## src/rtl/bus8_arbiter_x2_if.sv

```systemverilog
// Bus8 arbiter signal bundle: two requester ports plus the shared slave bus.
// The master modport is the arbiter's view (it masters the shared bus);
// the slave modport is the environment's view (requesters and bus slave).
interface bus8_arbiter_x2_if;
    logic       i_M0_Req;
    logic       i_M0_Wr_Rd_n;
    logic [7:0] i_M0_Addr8;
    logic [7:0] i_M0_Wr_Data;
    logic       o_M0_Done;
    logic [7:0] o_M0_Rd_Data;
    logic       o_M0_Timeout;

    logic       i_M1_Req;
    logic       i_M1_Wr_Rd_n;
    logic [7:0] i_M1_Addr8;
    logic [7:0] i_M1_Wr_Data;
    logic       o_M1_Done;
    logic [7:0] o_M1_Rd_Data;
    logic       o_M1_Timeout;

    logic       o_Bus_CS;
    logic       o_Bus_Wr_Rd_n;
    logic [7:0] o_Bus_Addr8;
    logic [7:0] o_Bus_Wr_Data;
    logic [7:0] i_Bus_Rd_Data;
    logic       i_Bus_Rd_DV;

    logic       o_Grant;
    logic       o_Busy;

    modport master (
        input  i_M0_Req, i_M0_Wr_Rd_n, i_M0_Addr8, i_M0_Wr_Data,
        output o_M0_Done, o_M0_Rd_Data, o_M0_Timeout,
        input  i_M1_Req, i_M1_Wr_Rd_n, i_M1_Addr8, i_M1_Wr_Data,
        output o_M1_Done, o_M1_Rd_Data, o_M1_Timeout,
        output o_Bus_CS, o_Bus_Wr_Rd_n, o_Bus_Addr8, o_Bus_Wr_Data,
        input  i_Bus_Rd_Data, i_Bus_Rd_DV,
        output o_Grant, o_Busy
    );

    modport slave (
        output i_M0_Req, i_M0_Wr_Rd_n, i_M0_Addr8, i_M0_Wr_Data,
        input  o_M0_Done, o_M0_Rd_Data, o_M0_Timeout,
        output i_M1_Req, i_M1_Wr_Rd_n, i_M1_Addr8, i_M1_Wr_Data,
        input  o_M1_Done, o_M1_Rd_Data, o_M1_Timeout,
        input  o_Bus_CS, o_Bus_Wr_Rd_n, o_Bus_Addr8, o_Bus_Wr_Data,
        output i_Bus_Rd_Data, i_Bus_Rd_DV,
        input  o_Grant, o_Busy
    );
endinterface

```

## src/rtl/bus8_arbiter_x2.sv

```systemverilog
// Two-requester round-robin arbiter for a Bus8 register bus.
// Serialises one transaction at a time onto the slave bus, waits for read
// data with a bounded timeout and returns a completion pulse to the owner.
//
// state   | meaning
// IDLE    | no transaction; arbitrate among pending requests
// ISSUE   | chip-select pulse with the latched fields on the bus
// WAIT_RD | waiting for slave read data or timeout
// DONE    | completion pulse to the granted master
module bus8_arbiter_x2 #(
    parameter int unsigned TIMEOUT = 16
) (
    input  logic              i_Bus_Clk,
    input  logic              i_Bus_Rst,
    bus8_arbiter_x2_if.master bus
);

    localparam logic [1:0] ST_IDLE    = 2'd0;
    localparam logic [1:0] ST_ISSUE   = 2'd1;
    localparam logic [1:0] ST_WAIT_RD = 2'd2;
    localparam logic [1:0] ST_DONE    = 2'd3;

    // Final counter value before a read is abandoned.
    localparam logic [7:0] CNT_LAST = 8'(TIMEOUT - 1);

    logic [1:0] state_q,   state_d;
    logic       grant_q,   grant_d;
    logic       last_q,    last_d;
    logic       wr_q,      wr_d;
    logic [7:0] addr_q,    addr_d;
    logic [7:0] wdata_q,   wdata_d;
    logic [7:0] cnt_q,     cnt_d;
    logic [7:0] m0_rd_q,   m0_rd_d;
    logic       m0_tmo_q,  m0_tmo_d;
    logic [7:0] m1_rd_q,   m1_rd_d;
    logic       m1_tmo_q,  m1_tmo_d;

    logic       sel;
    logic [7:0] cnt_inc;

    assign cnt_inc = cnt_q + 8'd1;

    // Next-state and datapath decisions for the transaction sequencer.
    always_comb begin
        state_d  = state_q;
        grant_d  = grant_q;
        last_d   = last_q;
        wr_d     = wr_q;
        addr_d   = addr_q;
        wdata_d  = wdata_q;
        cnt_d    = cnt_q;
        m0_rd_d  = m0_rd_q;
        m0_tmo_d = m0_tmo_q;
        m1_rd_d  = m1_rd_q;
        m1_tmo_d = m1_tmo_q;
        sel      = 1'b0;

        case (state_q)
            ST_IDLE: begin
                if (bus.i_M0_Req || bus.i_M1_Req) begin
                    // On a tie the master that did not go last wins.
                    if (bus.i_M0_Req && bus.i_M1_Req) sel = ~last_q;
                    else                              sel = bus.i_M1_Req;
                    grant_d = sel;
                    wr_d    = sel ? bus.i_M1_Wr_Rd_n : bus.i_M0_Wr_Rd_n;
                    addr_d  = sel ? bus.i_M1_Addr8   : bus.i_M0_Addr8;
                    wdata_d = sel ? bus.i_M1_Wr_Data : bus.i_M0_Wr_Data;
                    state_d = ST_ISSUE;
                end
            end
            ST_ISSUE: begin
                if (wr_q) begin
                    // Writes complete without a timeout; read data is left as is.
                    if (grant_q) m1_tmo_d = 1'b0;
                    else         m0_tmo_d = 1'b0;
                    state_d = ST_DONE;
                end else begin
                    cnt_d   = 8'd0;
                    state_d = ST_WAIT_RD;
                end
            end
            ST_WAIT_RD: begin
                if (bus.i_Bus_Rd_DV) begin
                    if (grant_q) begin
                        m1_rd_d  = bus.i_Bus_Rd_Data;
                        m1_tmo_d = 1'b0;
                    end else begin
                        m0_rd_d  = bus.i_Bus_Rd_Data;
                        m0_tmo_d = 1'b0;
                    end
                    state_d = ST_DONE;
                end else begin
                    cnt_d = cnt_inc;
                    if (cnt_inc == CNT_LAST) begin
                        if (grant_q) begin
                            m1_rd_d  = 8'h00;
                            m1_tmo_d = 1'b1;
                        end else begin
                            m0_rd_d  = 8'h00;
                            m0_tmo_d = 1'b1;
                        end
                        state_d = ST_DONE;
                    end
                end
            end
            ST_DONE: begin
                last_d  = grant_q;
                state_d = ST_IDLE;
            end
            default: state_d = ST_IDLE;
        endcase
    end

    // State and datapath registers; reset drops any in-flight transaction.
    always_ff @(posedge i_Bus_Clk or posedge i_Bus_Rst) begin
        if (i_Bus_Rst) begin
            state_q  <= ST_IDLE;
            grant_q  <= 1'b0;
            last_q   <= 1'b1;
            wr_q     <= 1'b0;
            addr_q   <= 8'h00;
            wdata_q  <= 8'h00;
            cnt_q    <= 8'h00;
            m0_rd_q  <= 8'h00;
            m0_tmo_q <= 1'b0;
            m1_rd_q  <= 8'h00;
            m1_tmo_q <= 1'b0;
        end else begin
            state_q  <= state_d;
            grant_q  <= grant_d;
            last_q   <= last_d;
            wr_q     <= wr_d;
            addr_q   <= addr_d;
            wdata_q  <= wdata_d;
            cnt_q    <= cnt_d;
            m0_rd_q  <= m0_rd_d;
            m0_tmo_q <= m0_tmo_d;
            m1_rd_q  <= m1_rd_d;
            m1_tmo_q <= m1_tmo_d;
        end
    end

    assign bus.o_Bus_CS      = (state_q == ST_ISSUE);
    assign bus.o_Bus_Wr_Rd_n = wr_q;
    assign bus.o_Bus_Addr8   = addr_q;
    assign bus.o_Bus_Wr_Data = wdata_q;

    assign bus.o_M0_Done     = (state_q == ST_DONE) && !grant_q;
    assign bus.o_M1_Done     = (state_q == ST_DONE) &&  grant_q;
    assign bus.o_M0_Rd_Data  = m0_rd_q;
    assign bus.o_M0_Timeout  = m0_tmo_q;
    assign bus.o_M1_Rd_Data  = m1_rd_q;
    assign bus.o_M1_Timeout  = m1_tmo_q;

    assign bus.o_Grant       = grant_q;
    assign bus.o_Busy        = (state_q != ST_IDLE);

endmodule

```

## src/flat_wrapper.sv

```systemverilog
// flat-port wrapper written by rule: the top's interface ports become plain ports
module bus8_arbiter_x2_flat 
#(
    parameter int unsigned TIMEOUT = 16
)
  (i_Bus_Clk, i_Bus_Rst, bus_i_M0_Req, bus_i_M0_Wr_Rd_n, bus_i_M0_Addr8, bus_i_M0_Wr_Data, bus_o_M0_Done, bus_o_M0_Rd_Data, bus_o_M0_Timeout, bus_i_M1_Req, bus_i_M1_Wr_Rd_n, bus_i_M1_Addr8, bus_i_M1_Wr_Data, bus_o_M1_Done, bus_o_M1_Rd_Data, bus_o_M1_Timeout, bus_o_Bus_CS, bus_o_Bus_Wr_Rd_n, bus_o_Bus_Addr8, bus_o_Bus_Wr_Data, bus_i_Bus_Rd_Data, bus_i_Bus_Rd_DV, bus_o_Grant, bus_o_Busy);
  bus8_arbiter_x2_if bus_i ();
  input  logic i_Bus_Clk;
  input  logic i_Bus_Rst;
  input wire logic [$bits(bus_i.i_M0_Req)-1:0] bus_i_M0_Req;
  input wire logic [$bits(bus_i.i_M0_Wr_Rd_n)-1:0] bus_i_M0_Wr_Rd_n;
  input wire logic [$bits(bus_i.i_M0_Addr8)-1:0] bus_i_M0_Addr8;
  input wire logic [$bits(bus_i.i_M0_Wr_Data)-1:0] bus_i_M0_Wr_Data;
  output wire logic [$bits(bus_i.o_M0_Done)-1:0] bus_o_M0_Done;
  output wire logic [$bits(bus_i.o_M0_Rd_Data)-1:0] bus_o_M0_Rd_Data;
  output wire logic [$bits(bus_i.o_M0_Timeout)-1:0] bus_o_M0_Timeout;
  input wire logic [$bits(bus_i.i_M1_Req)-1:0] bus_i_M1_Req;
  input wire logic [$bits(bus_i.i_M1_Wr_Rd_n)-1:0] bus_i_M1_Wr_Rd_n;
  input wire logic [$bits(bus_i.i_M1_Addr8)-1:0] bus_i_M1_Addr8;
  input wire logic [$bits(bus_i.i_M1_Wr_Data)-1:0] bus_i_M1_Wr_Data;
  output wire logic [$bits(bus_i.o_M1_Done)-1:0] bus_o_M1_Done;
  output wire logic [$bits(bus_i.o_M1_Rd_Data)-1:0] bus_o_M1_Rd_Data;
  output wire logic [$bits(bus_i.o_M1_Timeout)-1:0] bus_o_M1_Timeout;
  output wire logic [$bits(bus_i.o_Bus_CS)-1:0] bus_o_Bus_CS;
  output wire logic [$bits(bus_i.o_Bus_Wr_Rd_n)-1:0] bus_o_Bus_Wr_Rd_n;
  output wire logic [$bits(bus_i.o_Bus_Addr8)-1:0] bus_o_Bus_Addr8;
  output wire logic [$bits(bus_i.o_Bus_Wr_Data)-1:0] bus_o_Bus_Wr_Data;
  input wire logic [$bits(bus_i.i_Bus_Rd_Data)-1:0] bus_i_Bus_Rd_Data;
  input wire logic [$bits(bus_i.i_Bus_Rd_DV)-1:0] bus_i_Bus_Rd_DV;
  output wire logic [$bits(bus_i.o_Grant)-1:0] bus_o_Grant;
  output wire logic [$bits(bus_i.o_Busy)-1:0] bus_o_Busy;
  assign bus_i.i_M0_Req = bus_i_M0_Req;
  assign bus_i.i_M0_Wr_Rd_n = bus_i_M0_Wr_Rd_n;
  assign bus_i.i_M0_Addr8 = bus_i_M0_Addr8;
  assign bus_i.i_M0_Wr_Data = bus_i_M0_Wr_Data;
  assign bus_o_M0_Done = bus_i.o_M0_Done;
  assign bus_o_M0_Rd_Data = bus_i.o_M0_Rd_Data;
  assign bus_o_M0_Timeout = bus_i.o_M0_Timeout;
  assign bus_i.i_M1_Req = bus_i_M1_Req;
  assign bus_i.i_M1_Wr_Rd_n = bus_i_M1_Wr_Rd_n;
  assign bus_i.i_M1_Addr8 = bus_i_M1_Addr8;
  assign bus_i.i_M1_Wr_Data = bus_i_M1_Wr_Data;
  assign bus_o_M1_Done = bus_i.o_M1_Done;
  assign bus_o_M1_Rd_Data = bus_i.o_M1_Rd_Data;
  assign bus_o_M1_Timeout = bus_i.o_M1_Timeout;
  assign bus_o_Bus_CS = bus_i.o_Bus_CS;
  assign bus_o_Bus_Wr_Rd_n = bus_i.o_Bus_Wr_Rd_n;
  assign bus_o_Bus_Addr8 = bus_i.o_Bus_Addr8;
  assign bus_o_Bus_Wr_Data = bus_i.o_Bus_Wr_Data;
  assign bus_i.i_Bus_Rd_Data = bus_i_Bus_Rd_Data;
  assign bus_i.i_Bus_Rd_DV = bus_i_Bus_Rd_DV;
  assign bus_o_Grant = bus_i.o_Grant;
  assign bus_o_Busy = bus_i.o_Busy;
  bus8_arbiter_x2 #(.TIMEOUT(TIMEOUT)) u_core (.i_Bus_Clk(i_Bus_Clk), .i_Bus_Rst(i_Bus_Rst), .bus(bus_i));
endmodule
```

## config.mk

```make
export PLATFORM = sky130hd
export DESIGN_NAME = bus8_arbiter_x2_flat
export DESIGN_NICKNAME = d
export VERILOG_FILES = /design/src/rtl/bus8_arbiter_x2_if.sv /design/src/rtl/bus8_arbiter_x2.sv /design/src/flat_wrapper.sv
export SDC_FILE = /design/constraint.sdc
export NUM_CORES = 1
export LEC_CHECK = 0
export BUFFER_PORTS_ARGS = -buffer_cell sky130_fd_sc_hd__buf_2
export CAP_MARGIN = 20
export CORE_MARGIN = 1.5
export CORE_UTILIZATION = 53
export DETAILED_ROUTE_END_ITERATION = 7
export PLACE_DENSITY = 0.85
export RECOVER_POWER = 25
export SKIP_LAST_GASP = 1
export SYNTH_ARGS = -nofsm -noshare
export SYNTH_HDL_FRONTEND = slang
export SYNTH_SLANG_ARGS = --single-unit
```

## constraint.sdc

```tcl
create_clock -name i_Bus_Clk -period 3.2 [get_ports i_Bus_Clk]
set_clock_uncertainty 0.1 [all_clocks]
set_input_delay 0.16 -clock i_Bus_Clk [delete_from_list [all_inputs] [get_ports i_Bus_Clk]]
set_output_delay 0.16 -clock i_Bus_Clk [all_outputs]
set_load 0.01 [all_outputs]
```

Word-level counts from Yosys, hierarchy flattened
Index checks and enable logic that the tools add are counted.
{"block": "word_totals", "regBits": 47, "out_inout_bits": 40}
{"block": "classes", "n_addsub": 1, "n_eq_ne": 11, "mux": 34, "bitwise": 2, "reduce_logical": 16}
{"operator": "8-bit 2-to-1 mux", "n": 12}
{"operator": "8-bit case mux with 2 select lines", "n": 1}
{"operator": "1-bit 2-to-1 mux", "n": 15}
{"operator": "3-bit AND reduction", "n": 3}
{"operator": "8-bit by 1-bit adder with 8-bit output (second input constant)", "n": 1}
{"operator": "8-bit by 4-bit equality test with 1-bit output (second input constant)", "n": 1}
{"operator": "2-bit case mux with 4 select lines", "n": 1}
{"operator": "4-bit AND reduction", "n": 2}
{"operator": "2-bit 2-to-1 mux", "n": 3}
{"operator": "3-bit by 2-bit inequality test with 1-bit output (second input constant)", "n": 2}
{"operator": "2-bit nonzero test", "n": 3}
{"operator": "2-bit equality test (second input constant)", "n": 2}
{"operator": "2-bit by 1-bit inequality test with 1-bit output (second input constant)", "n": 2}
{"operator": "2-bit inequality test (second input constant)", "n": 2}
{"operator": "1-bit case mux with 2 select lines", "n": 2}
{"operator": "2-bit AND reduction", "n": 2}
{"operator": "1-bit logical AND", "n": 3}
{"operator": "3-bit inequality test (second input constant)", "n": 1}
{"operator": "2-bit by 1-bit equality test with 1-bit output (second input constant)", "n": 1}
{"operator": "2-bit zero test", "n": 1}
{"operator": "1-bit inverter", "n": 2}
{"operator": "1-bit zero test", "n": 1}
{"operator": "1-bit logical OR", "n": 1}

Longest topological paths before layout
{"block": "logic_depth", "word_depth": 5, "mapped_depth": 6, "ltp_nobuf": 6}

Worst setup path after synthesis
OpenSTA, ideal clock, no wires.
{"block": "synth_path", "kind": "register -> register", "startpoint": "reg u_core.cnt_q[0]", "endpoint": "reg u_core.m0_rd_q[0] (netlist: u_core.bus.o_M0_Rd_Data[0])", "setup_time_ns": 0.122, "arrival_ns": 1.741, "required_time_ns": 2.978, "path_slack_ns": 1.238, "path_stages_with_launch": 6, "synth_period_minus_slack_ns": 1.962, "cell_sequence": "dfrtp_1 ha_1 and2b_2 o2111ai_2 a311o_2 a32o_1"}
{"block": "synth_between", "elab_chain_len": 4}
{"element": "start: declaration", "line": "bus8_arbiter_x2.sv:32", "text": "logic [7:0] cnt_q, cnt_d;"}
{"element": "start signal: assignment", "line": "bus8_arbiter_x2.sv:135", "text": "cnt_q <= cnt_d;"}
{"element": "8-bit by 1-bit adder with 8-bit output", "line": "bus8_arbiter_x2.sv:41", "text": "assign cnt_inc = cnt_q + 8'd1;"}
{"element": "8-bit by 4-bit equality test with 1-bit output", "line": "bus8_arbiter_x2.sv:94", "text": "if (cnt_inc == CNT_LAST) begin"}
{"element": "2-bit nonzero test (no source line)"}
{"element": "3-bit AND reduction (no source line)"}
{"element": "end signal: assignment", "line": "bus8_arbiter_x2.sv:136", "text": "m0_rd_q <= m0_rd_d;"}
{"element": "end: declaration", "line": "bus8_arbiter_x2.sv:33", "text": "logic [7:0] m0_rd_q, m0_rd_d;"}
Every way passes these cells.
A chain may end at the register's enable or synchronous reset.

Worst setup path in the final report
{"block": "layout_path", "startpoint": "reg u_core.cnt_q[0]", "endpoint": "reg u_core.m1_rd_q[5] (netlist: u_core.bus.o_M1_Rd_Data[5])"}
{"block": "layout_between", "elab_chain_len": 4}
{"element": "8-bit by 1-bit adder with 8-bit output", "line": "bus8_arbiter_x2.sv:41"}
{"element": "8-bit by 4-bit equality test with 1-bit output", "line": "bus8_arbiter_x2.sv:94"}
{"element": "2-bit nonzero test (no source line)"}
{"element": "3-bit AND reduction (no source line)"}
{"element": "end signal: assignment", "line": "bus8_arbiter_x2.sv:138", "text": "m1_rd_q <= m1_rd_d;"}
{"element": "end: declaration", "line": "bus8_arbiter_x2.sv:35", "text": "logic [7:0] m1_rd_q, m1_rd_d;"}
Every way passes these cells.

==> impl_results.md <==
* Status: finished with violations
* Failing checks: capacitance limit, slew limit
* CTS resizes at 0
* Yosys cell types at 42
* Relative slew margins at -15.1%
* Synth-to-layout area growth at 23.6%
* First-pass GRT wire length at 8180 µm
* CP peak stage delay at 0.58 ns
* Simple-Gate Fraction of Synth Area at 13.7%
* Post-route ant nets at 0
* Critical path start-end classification: flip-flop to flip-flop
* Final setup TNS at 0 ns
* Core Box Area at 4320 µm²
* Post-synthesis register bit count at 47
* Int Power at 1510 µW
* Fill cells at 352
* Final nets at 368
* R2r startpoint: u_core.cnt_q[0]
* Max-capacitance violation count at 1
* RR Endpoint: u_core.bus.o_M1_Rd_Data[5]
* LEAKAGE at 0.00151 µW
* Worst path arrival time at 2.21 ns
* Detailed Place HPWL at 3600 µm
* Hold-fix buffers, CTS at 0
* Htree depth at 2
* Synthesized area per cell at 10.4 µm²
* Routability cong. at 0.853
* Row Count at 24
* R2R setup slack at 1.05 ns
* Crit-path max FO at 9
* Startpoint Class: flip-flop
* Most common cell after layout, fill and taps aside: buf_2
* Vias/cell at 5.45
* Finish-stage setup viols at 0
* Vias in the first global route at 1796
* Die height at 69.9 µm
* Fmax at 464 MHz
* Largest cells by area after synthesis: dfrtp_1 (48%), mux2i_1 (7.2%), o21ai_0 (6.5%)
* DRT Pass-1 Iters at 4
* Post-synth top area cell: dfrtp_1
* Post-layout min period at 2.15 ns
* Max VDD drop at 0.414 mV
* Logic gate share of total power at 41.8%
* Post-route DRC at 0
* N_diodes at 0
* Starting Density at 54.9%
* CP Cell Sequence: ha_1 -> and2b_2 -> o2111ai_2 -> a311oi_2 -> o21ai_0
* I/O Buffers at 86
* Synth Area in Compound Gates at 19.1%
* Share of cells above drive strength 1 at 35.4%
* Reg area at 1180 µm²
* CP startpoint: u_core.cnt_q[0]
* Root Buffer Master: clkbuf_8
* Post-synth EDFFs at 0
* Worst min-delay path class: input pin to flip-flop
* CP endpoint: u_core.bus.o_M1_Rd_Data[5]
* Crit-path slowest cell: a311oi_2
* Clock network power share at 17.1%
* Die area at 4890 µm²
* Final hold viol count at 0
* Commonest cells after routing, fill and taps aside: buf_2 (86), dfrtp_1 (46), o21ai_0 (31)
* Die width at 69.9 µm
* Adder-Cell Fraction of Synth Area at 3.16%
* Total gr overflow at 0
* Routed wire per std cell at 13.5 µm
* Synthesized area at 2370 µm²
* Clock sinks at 47
* R2R cell count at 5
* Sequential fraction of the synthesis area at 49.6%
* DR vias at 2005
* Initial antenna violation count at 0
* RSZ-0062 raised after global routing: false
* Top-area cell type share of the netlist area at 48.5%
* Multiplexer share of the synthesized area at 8.59%
* Dpl cell area at 2810 µm²
* Reg power frac at 41.1%
* Post-CTS Setup Bufs at 0
* Num CTS Buffers at 5
* CTS tree: built
* IO Count at 87
* Critical path required time at 3.26 ns
* Actual slew at the worst max-slew pin at 1.72 ns
* DR iter-0 viols at 103
* Period Utilization, post-route at 67.3%
* Net Sw Frac at 38.3%
* Tot Pwr at 2450 µW
* Gr usage total at 21.3%
* Net Sw Power at 939 µW
* Clk Latency, worst-skew pair at 0.29 ns
* CP endpoint kind: flip-flop
* YS warnings at 0
* Final Cell Area at 2940 µm²
* Clock slew at reported path FFs at 0.08 ns
* XOR/XNOR Fraction of Synth Area at 0%
* Syn Inst Count at 229
* Largest net degree at the start of global routing at 48
* PwrDens at 835 nW/µm²
* Post-Synthesis Net Count at 282
* Max Slew Vio Count at 48
* CTS max path bufs at 2
* Largest family of logic cells by synthesized area: compound AO/OA/AOI/OAI gates
* DRT Wirelength at 4960 µm
* Top_reg_cell synth: dfrtp_1
* Area occupied by multi-input gates at 1070 µm²
* FFs w/ async S/R, synth at 100%
[per-stage QoR]
step | worst slack [ns] | util [%] | std cells | hold WS [ns]
finish | 1.05 | 67.9 | 368 | 0.0155
CTS | 1.03 | 67.5 | 367 | 0.00447
detailed placement | 1.03 | 65.1 | 359 | 0.321
global placement | 1.13 | 65.1 | 359 | 0.310
floorplan | 1.24 | - | 229 | 0.199
global route | 0.893 | 67.9 | 368 | 0.0221
[routing by layer]
metal,GRT usage [%],share of wire (%),vias up
met1,26.7,44,932
met2,33.4,47,74
met5,0,0,-
met3,7.07,6.8,8
met4,9.62,2.0,0
li1,-,-,991
[registers in the layout, indices dropped and copies added, names as in the netlist]
signal	count
u_core.last_q	1
u_core.bus.o_Bus_Wr_Data	8
u_core.state_q	2
u_core.bus.o_M1_Timeout	1
u_core.bus.o_M0_Timeout	1
u_core.bus.o_Bus_Wr_Rd_n	1
u_core.cnt_q	8
u_core.bus.o_Bus_Addr8	8
u_core.bus.o_M1_Rd_Data	8
u_core.bus.o_M0_Rd_Data	8
u_core.bus.o_Grant	1
[power groups by stage]
stage | Clock, µW | Sequential, µW | Combinational [µW]
floorplan | 0 | 1080 | 573
global placement | 0 | 1010 | 981
detailed placement | 0 | 1010 | 1020
CTS | 431 | 1010 | 1020
global route | 460 | 1040 | 1150
finish | 420 | 1010 | 1020
[cells in the mapped netlist, types with 6 or more instances]
library cell / count
dfrtp_1: 46
o21ai_0: 31
nand2_1: 23
inv_1: 18
mux2i_1: 17
nand3_1: 10
nor2_1: 9
a32o_1: 8
a21oi_1: 7
ha_1: 6
[worst max-delay path: cells and delay by family (launching register included)]
family                   cells  cell delay, ns
AO/OA/AOI/OAI                3            0.93
flip-flops                   1            0.47
AND/OR/NAND/NOR              1            0.23
adder cells (fa/ha/maj)      1            0.28
[final cells by class]
cell class | instances | area share (%)
clock buffer | 7 | 2.60
tap | 52 | 2.22
timing repair buffer | 88 | 15.4
clock inverter | 1 | 1.02
multi-input combinational | 155 | 36.3
inverter | 18 | 2.30
sequential | 47 | 40.1
[cells by family (layout without fill, tap and decap cells)]
logic type / count (synthesis) / after routing
compound gates: 67 / 67
simple gates: 62 / 62
flops: 47 / 47
buf+inv: 27 / 114
mux: 20 / 20
fa+ha+maj: 6 / 6
[worst min-delay path by stage]
stage | from | end | slack, ns | cells past startpoint
after global routing | bus_i_Bus_Rd_Data[4] | u_core.bus.o_M1_Rd_Data[4] | 0.02 | 3
final | bus_i_Bus_Rd_Data[6] | u_core.bus.o_M1_Rd_Data[6] | 0.02 | 3
after CTS | i_Bus_Rst | u_core.bus.o_Bus_Wr_Data[7] | 0.004 | 2
after detailed placement | bus_i_Bus_Rd_Data[6] | u_core.bus.o_M1_Rd_Data[6] | 0.32 | 3
after floorplan | bus_i_Bus_Rd_Data[5] | u_core.bus.o_M1_Rd_Data[5] | 0.20 | 2
after global placement | bus_i_Bus_Rd_Data[5] | u_core.bus.o_M1_Rd_Data[5] | 0.31 | 3
(Power assumes the default switching activity.)
